## src/rtl/ucode_pkg.sv

```systemverilog
// Shared encodings and microword field positions for the microcode sequencer.
package ucode_pkg;

  typedef enum logic [1:0] {
    OP_CONT = 2'b00,
    OP_BR   = 2'b01,
    OP_CALL = 2'b10,
    OP_RET  = 2'b11
  } op_e;

  typedef enum logic [1:0] {
    S_IDLE = 2'b00,
    S_RUN  = 2'b01,
    S_ERR  = 2'b10
  } state_e;

  // Microword layout: [AW-1:0] target, [AW+1:AW] op, [AW+2+CSW-1:AW+2] csel.
  function automatic int op_lsb(input int aw);
    return aw;
  endfunction

  function automatic int csel_lsb(input int aw);
    return aw + 2;
  endfunction

endpackage

```

## src/rtl/ucode_store.sv

```systemverilog
// Writable control store: 1R1W synchronous RAM with read-before-write on address collision.
module ucode_store #(
  parameter int AW        = 6,
  parameter int DW        = 32,
  parameter     INIT_FILE = "mcode.mif"
) (
  input  logic          sys_clk,
  input  logic          resetl,
  input  logic          i_wr_en,
  input  logic [AW-1:0] i_wr_addr,
  input  logic [DW-1:0] i_wr_data,
  input  logic          i_rd_en,
  input  logic [AW-1:0] i_rd_addr,
  output logic [DW-1:0] o_rd_data
);

  logic [DW-1:0] w_q;
  logic          r_q_live;

`ifdef ALTERA_RESERVED_QIS
  altsyncram #(
    .operation_mode                     ("DUAL_PORT"),
    .width_a                            (DW),
    .widthad_a                          (AW),
    .numwords_a                         (2**AW),
    .width_b                            (DW),
    .widthad_b                          (AW),
    .numwords_b                         (2**AW),
    .address_reg_b                      ("CLOCK0"),
    .rdcontrol_reg_b                    ("CLOCK0"),
    .outdata_reg_b                      ("UNREGISTERED"),
    .read_during_write_mode_mixed_ports ("OLD_DATA"),
    .init_file                          (INIT_FILE),
    .lpm_type                           ("altsyncram")
  ) u_ram (
    .clock0    (sys_clk),
    .wren_a    (i_wr_en),
    .address_a (i_wr_addr),
    .data_a    (i_wr_data),
    .rden_b    (i_rd_en),
    .address_b (i_rd_addr),
    .q_b       (w_q)
  );
`else
  logic [DW-1:0] r_mem [2**AW];
  logic [DW-1:0] r_q;

  // NOTE: non-blocking assignments make the read sample the pre-write contents,
  // which is exactly the read-before-write behaviour the sequencer relies on.
  always_ff @(posedge sys_clk) begin
    if (i_wr_en) r_mem[i_wr_addr] <= i_wr_data;
    if (i_rd_en) r_q <= r_mem[i_rd_addr];
  end

  assign w_q = r_q;
`endif

  // The RAM output cannot be cleared, so the word is masked until the first read.
  always_ff @(posedge sys_clk or negedge resetl) begin
    if (!resetl)      r_q_live <= 1'b0;
    else if (i_rd_en) r_q_live <= 1'b1;
  end

  assign o_rd_data = r_q_live ? w_q : '0;

endmodule

```

## src/rtl/ucode_sequencer.sv

```systemverilog
// Microcode engine: writable control store plus micro-PC sequencer with
// branch/call/return, stall and a start/done handshake.
module ucode_sequencer
  import ucode_pkg::*;
#(
  parameter int AW        = 6,
  parameter int DW        = 32,
  parameter int CSW       = 2,
  parameter int STK       = 4,
  parameter     INIT_FILE = "mcode.mif"
) (
  input  logic              sys_clk,
  input  logic              resetl,
  input  logic              start,
  input  logic [AW-1:0]     start_addr,
  input  logic              stall,
  input  logic [2**CSW-1:0] cond,
  input  logic              wr_en,
  input  logic [AW-1:0]     wr_addr,
  input  logic [DW-1:0]     wr_data,
  output logic [DW-1:0]     z,
  output logic              z_valid,
  output logic [AW-1:0]     upc,
  output logic              busy,
  output logic              done,
  output logic              err
);

  localparam int OP_LSB   = op_lsb(AW);
  localparam int CSEL_LSB = csel_lsb(AW);
  localparam int SPW      = $clog2(STK + 1);
  localparam logic [SPW-1:0] SP_FULL = SPW'(STK);

  state_e          r_state, w_state_nxt;
  logic [AW-1:0]   r_upc;
  logic [SPW-1:0]  r_sp;
  logic [AW-1:0]   r_stack [2**SPW];
  logic            r_done, r_err;

  logic [DW-1:0]   w_z;
  op_e             w_op;
  logic [AW-1:0]   w_tgt, w_upc_inc, w_next, w_rd_addr;
  logic [CSW-1:0]  w_csel;
  logic [SPW-1:0]  w_sp_dec;
  logic            w_sp_empty, w_sp_full, w_push, w_pop;
  logic            w_step, w_launch, w_rd_en, w_wr_en;

  assign w_op       = op_e'(w_z[OP_LSB +: 2]);
  assign w_tgt      = w_z[AW-1:0];
  assign w_csel     = w_z[CSEL_LSB +: CSW];
  assign w_upc_inc  = r_upc + AW'(1);
  assign w_sp_dec   = r_sp - SPW'(1);
  assign w_sp_empty = (r_sp == '0);
  assign w_sp_full  = (r_sp == SP_FULL);

  assign w_step    = (r_state == S_RUN) && !stall;
  assign w_launch  = (r_state != S_RUN) && start;
  assign w_rd_en   = w_launch || (w_step && (w_state_nxt == S_RUN));
  assign w_rd_addr = (r_state == S_RUN) ? w_next : start_addr;
  assign w_wr_en   = wr_en && (r_state != S_RUN);

  ucode_store #(
    .AW        (AW),
    .DW        (DW),
    .INIT_FILE (INIT_FILE)
  ) u_store (
    .sys_clk   (sys_clk),
    .resetl    (resetl),
    .i_wr_en   (w_wr_en),
    .i_wr_addr (wr_addr),
    .i_wr_data (wr_data),
    .i_rd_en   (w_rd_en),
    .i_rd_addr (w_rd_addr),
    .o_rd_data (w_z)
  );

  // NOTE: every signal gets a default before the case so no path leaves one
  // unassigned, which would otherwise infer a latch.
  always_comb begin
    w_next = w_upc_inc;
    w_push = 1'b0;
    w_pop  = 1'b0;
    unique case (w_op)
      OP_BR:   if (cond[w_csel]) w_next = w_tgt;
      OP_CALL: begin
        w_next = w_tgt;
        w_push = !w_sp_full;
      end
      OP_RET:  if (!w_sp_empty) begin
        w_next = r_stack[w_sp_dec];
        w_pop  = 1'b1;
      end
      default: ;
    endcase
  end

  always_comb begin
    w_state_nxt = r_state;
    unique case (r_state)
      S_IDLE, S_ERR: if (start) w_state_nxt = S_RUN;
      S_RUN: if (!stall) begin
        if (w_op == OP_RET && w_sp_empty)     w_state_nxt = S_IDLE;
        else if (w_op == OP_CALL && w_sp_full) w_state_nxt = S_ERR;
      end
      default: w_state_nxt = S_IDLE;
    endcase
  end

  always_ff @(posedge sys_clk or negedge resetl) begin
    if (!resetl) begin
      r_state <= S_IDLE;
      r_upc   <= '0;
      r_sp    <= '0;
      r_done  <= 1'b0;
      r_err   <= 1'b0;
    end else begin
      r_state <= w_state_nxt;
      r_done  <= w_step && (w_state_nxt == S_IDLE);
      if (w_rd_en) r_upc <= w_rd_addr;
      if (w_launch) begin
        r_sp  <= '0;
        r_err <= 1'b0;
      end else if (w_step) begin
        if (w_push)     r_sp <= r_sp + SPW'(1);
        else if (w_pop) r_sp <= w_sp_dec;
        if (w_state_nxt == S_ERR) r_err <= 1'b1;
      end
    end
  end

  // NOTE: stack entries are only read below sp, so they carry no reset and
  // can map onto plain registers or distributed RAM.
  always_ff @(posedge sys_clk) begin
    if (w_step && w_push) r_stack[r_sp] <= w_upc_inc;
  end

  always_comb begin
    busy    = (r_state == S_RUN);
    z_valid = (r_state == S_RUN);
    done    = r_done;
    err     = r_err;
    upc     = r_upc;
    z       = w_z;
  end

endmodule

```

## config.mk

```make
export PLATFORM = sky130hd
export DESIGN_NAME = ucode_sequencer
export DESIGN_NICKNAME = d
export VERILOG_FILES = /design/src/rtl/ucode_pkg.sv /design/src/rtl/ucode_store.sv /design/src/rtl/ucode_sequencer.sv
export SDC_FILE = /design/constraint.sdc
export NUM_CORES = 2
export LEC_CHECK = 0
export BUFFER_PORTS_ARGS = -buffer_cell sky130_fd_sc_hd__buf_4
export CAP_MARGIN = 0
export CORE_MARGIN = 2
export CORE_UTILIZATION = 65
export CTS_BUF_LIST = sky130_fd_sc_hd__clkbuf_8
export DETAILED_ROUTE_END_ITERATION = 16
export PLACE_DENSITY = 0.82
export SLEW_MARGIN = 20
export SYNTH_ARGS = -nofsm -noshare
export SYNTH_HDL_FRONTEND = slang
export SYNTH_SLANG_ARGS = --single-unit
```

## constraint.sdc

```tcl
create_clock -name sys_clk -period 5.7 [get_ports sys_clk]
set_input_delay 1.14 -clock sys_clk [delete_from_list [all_inputs] [get_ports sys_clk]]
set_output_delay 1.14 -clock sys_clk [all_outputs]
set_load 0.01 [all_outputs]
```

==> qor.txt <==
DR WL/cell: 32.0 um
Final Hold Viols: 0
top-area cell type share of the netlist area: 75.7%
GR Overflow Total: 0
worst reg2reg startpoint: r_sp[1]
largest net degree at the start of global routing: 78
Slew @ Worst Pin: 1200 ps
Worst Path Arrival: 6440 ps
start point of the critical path: r_sp[1]
Final #Nets: 5464
die height: 364 um
CTS Buffer Depth: 4
Worst-Skew Late Latency: 1060 ps
layout cell share with drive strength beyond 1: 15.5%
sw frac: 41.2%
Finished Layout Cells: 7398
Critical-path top delay cell: a2111oi_1
Port Buf Inserts: 94
status: finished, violations left
via count: 51436
power density over the cells: 594 nW/um^2
Mapped Area: 84400 sq um
CTS H-tree lvls: 5
hpwl dp: 138000 um
crit path max fanout: 77
MaxCap Viol Count: 0
Synth area leaders: edfxtp_1 76%, mux2i_1 7.9%, nand2_1 2.0%, nor3_1 1.9%, mux4_2 1.2%
crit path capture type: flip-flop
fmax: 175 MHz
initial antenna violation count: 38
Die X: 364 um
CP bufs+invs: 3
TNS Setup: -13.8 ps
clk sink count: 2142
final clock period utilization by the worst path: 100%
min Tclk post-route: 5710 ps
sequential share of the synthesized area: 76.1%
Setup violations, final: 1
Filler cells: 7206
global-route wire length before repair: 336000 um
Clock Pin Slew Worst Setup and Hold Paths: 60 ps
setup slack after layout: -13.8 ps
Post-synth top flop: edfxtp_1
Initial Utilization: 65.4%
Worst setup SP type: flip-flop
CTS Buf Count: 338
Comb pwr share: 47.1%
hold slack: 366 ps
WS Path Type: flip-flop to flip-flop
hold path startpoint: start
maximum vdd drop: 629 uV
# IOs: 95
Layout area overhead: 12.4%
clk_skew: 74.3 ps
First-pass DRT Iterations: 9
Hold WC Path Type: primary input to flip-flop
total core area: 129000 sq um
internal power: 33.1 mW
post-route ant nets: 0
Initial DRC Count: 9263
Post-synth EDFFs: 2128
largest area contributor in the netlist: edfxtp_1
vias in the first global route: 49835
crit path cell chain: inv_1, ha_1, mux4_2, mux2i_1, o21ai_1, a221o_1, o211ai_4, buf_12, buf_12, nor3_1, a2111oi_1, a31oi_1, or4_1
sequential share of power: 32.5%
Leak Pwr: 32.6 nW
Mapped Avg Cell Area: 16.7 sq um
Max transition margin: 20.0%
drt drc: 0
final max-slew violation count: 0
top post-synthesis cells by count: 2128 x edfxtp_1, 670 x mux2i_1, 448 x nand2_1
Post-CTS Setup Bufs: 0
area of the die: 133000 sq um
CTS tree: done
synth unique cells: 71
Routed WL: 236000 um
Post-synth ARST share: 0.654%
most frequent CP cell: buf_12
CTS root buffer: clkbuf_8
most frequent cell after synthesis: edfxtp_1
DP Cell Count: 6807
Gate Count Post-Synth: 5067
row count: 132
family with the most delay on the worst path: compound AO/OA/AOI/OAI gates
clock share of power: 20.4%
gr usage total: 35.6%
RSZ-0062 raised after global routing: false
Synthesized Nets: 5124
flops & latches, synth: 2142
RePlAce Congestion: 0.930
Slowest Stage Delay on Critical Path: 800 ps
YS warnings: 0
violated checks: setup timing
sw power: 23.2 mW
Vias/cell: 6.95
worst path required time: 6430 ps
[placed cells by master (no fill, tap or decap), drive strengths merged, types with 3 or more instances in the layout]
| cell type | instances |
|---|---|
| a2111oi | 66 |
| buf | 348 |
| a211o | 35 |
| diode | 12 |
| a211oi | 98 |
| a221oi | 3 |
| nand3 | 16 |
| clkinv | 93 |
| mux4 | 44 |
| o41a | 31 |
| a22oi | 3 |
| nand2 | 449 |
| nor3 | 319 |
| bufinv | 4 |
| ha | 4 |
| o22a | 64 |
| or2 | 6 |
| o22ai | 96 |
| nand4 | 3 |
| nor2 | 85 |
| nor4 | 33 |
| clkbuf | 346 |
| or4 | 32 |
| a21oi | 43 |
| inv | 177 |
| clkinvlp | 3 |
| mux2 | 12 |
| nand3b | 3 |
| or3 | 4 |
| nand2b | 10 |
| mux2i | 670 |
| and3 | 98 |
| a311o | 63 |
| edfxtp | 2128 |
| xnor2 | 5 |
| dfrtp | 14 |
| o21ai | 43 |
| a31oi | 96 |
| a311oi | 32 |
| and2 | 36 |
[what timing repair did]
item | 4_1_cts | 5_1_grt
resized for setup | 1 | 1
hold buffers | 1 | 0
endpoints found under the hold margin | 14 | 0
endpoints found under the setup margin | 1 | 1
[flip-flops by register name, indices dropped and copies added (netlist names)]
| name | count |
|---|---|
| done | 1 |
| u_store.r_mem | 2048 |
| r_state | 2 |
| err | 1 |
| upc | 6 |
| u_store.r_q_live | 1 |
| u_store.r_q | 32 |
| r_stack | 48 |
| r_sp | 3 |
[metrics by stage]
stage	area (sq um)	power [mW]	worst slack, ps	utilization (%)
finish	94900	56.4	-13.8	73.5
global route	94900	57.8	2.73	73.5
CTS	94800	55.5	17.4	73.4
detailed placement	89000	44.1	-106	68.9
global placement	88800	43.5	-165	68.7
floorplan	84400	33.7	552	-
[routing by layer]
layer | track usage (%) | vias to the layer above | share of wire (%)
li1 | - | 20922 | -
met3 | 12.2 | 734 | 15
met1 | 46.8 | 25328 | 34
met4 | 19.9 | 32 | 5.8
met5 | 0 | - | 0.090
met2 | 52.4 | 4420 | 45
[power by group through the flow]
stage               Combinational (mW)  Sequential (mW)  Clock, mW
floorplan                         15.4             18.3          0
global placement                  24.9             18.6          0
detailed placement                25.6             18.6          0
CTS                               25.7             18.2       11.5
global route                      27.3             18.3       12.2
finish                            26.6             18.3       11.5
[cell type report]
type / instances / area, sq um / share of cell area (%)
sequential: 2142 / 64300 / 67.7
multi-input combinational: 2530 / 19100 / 20.2
clock buffer: 346 / 4760 / 5.02
timing repair buffer: 349 / 3360 / 3.54
tap: 1742 / 2180 / 2.30
clock inverter: 231 / 1020 / 1.07
inverter: 46 / 173 / 0.182
antenna: 12 / 30.0 / 0.0316
[worst reg2reg max path, stage by stage, from the launching register on]
cell and delay, ps:
dfrtp_1 500, inv_1 130, ha_1 700, mux4_2 420, mux2i_1 200, o21ai_1 170, a221o_1 470, o211ai_4 180
buf_12 180, buf_12 350, nor3_1 210, a2111oi_1 800, a31oi_1 440, or4_1 700
[cells by family (layout without fill, tap and decap cells)]
group,count (synthesis),after routing,synth area share (%)
xor+xnor,7,7,0.0815
buf+inv,395,972,2.04
other cells,0,12,0
fa+ha+maj,4,4,0.0593
simple gates,1103,1103,6.18
compound gates,690,690,6.28
flops,2142,2142,76.1
mux,726,726,9.28
[worst paths after layout]
check / depth (start not counted) / slack, ps / endpoint
worst min-delay path: 2 / 370 / r_sp[2]
worst max-delay path: 13 / -10 / u_store.r_q[17]
max in group asynchronous: 2 / 4970 / upc[0]
worst min register to register: 1 / 540 / err
min in group asynchronous: 2 / 520 / upc[1]
worst max register to register: 13 / -10 / u_store.r_q[17]
(Power assumes the default switching activity.)
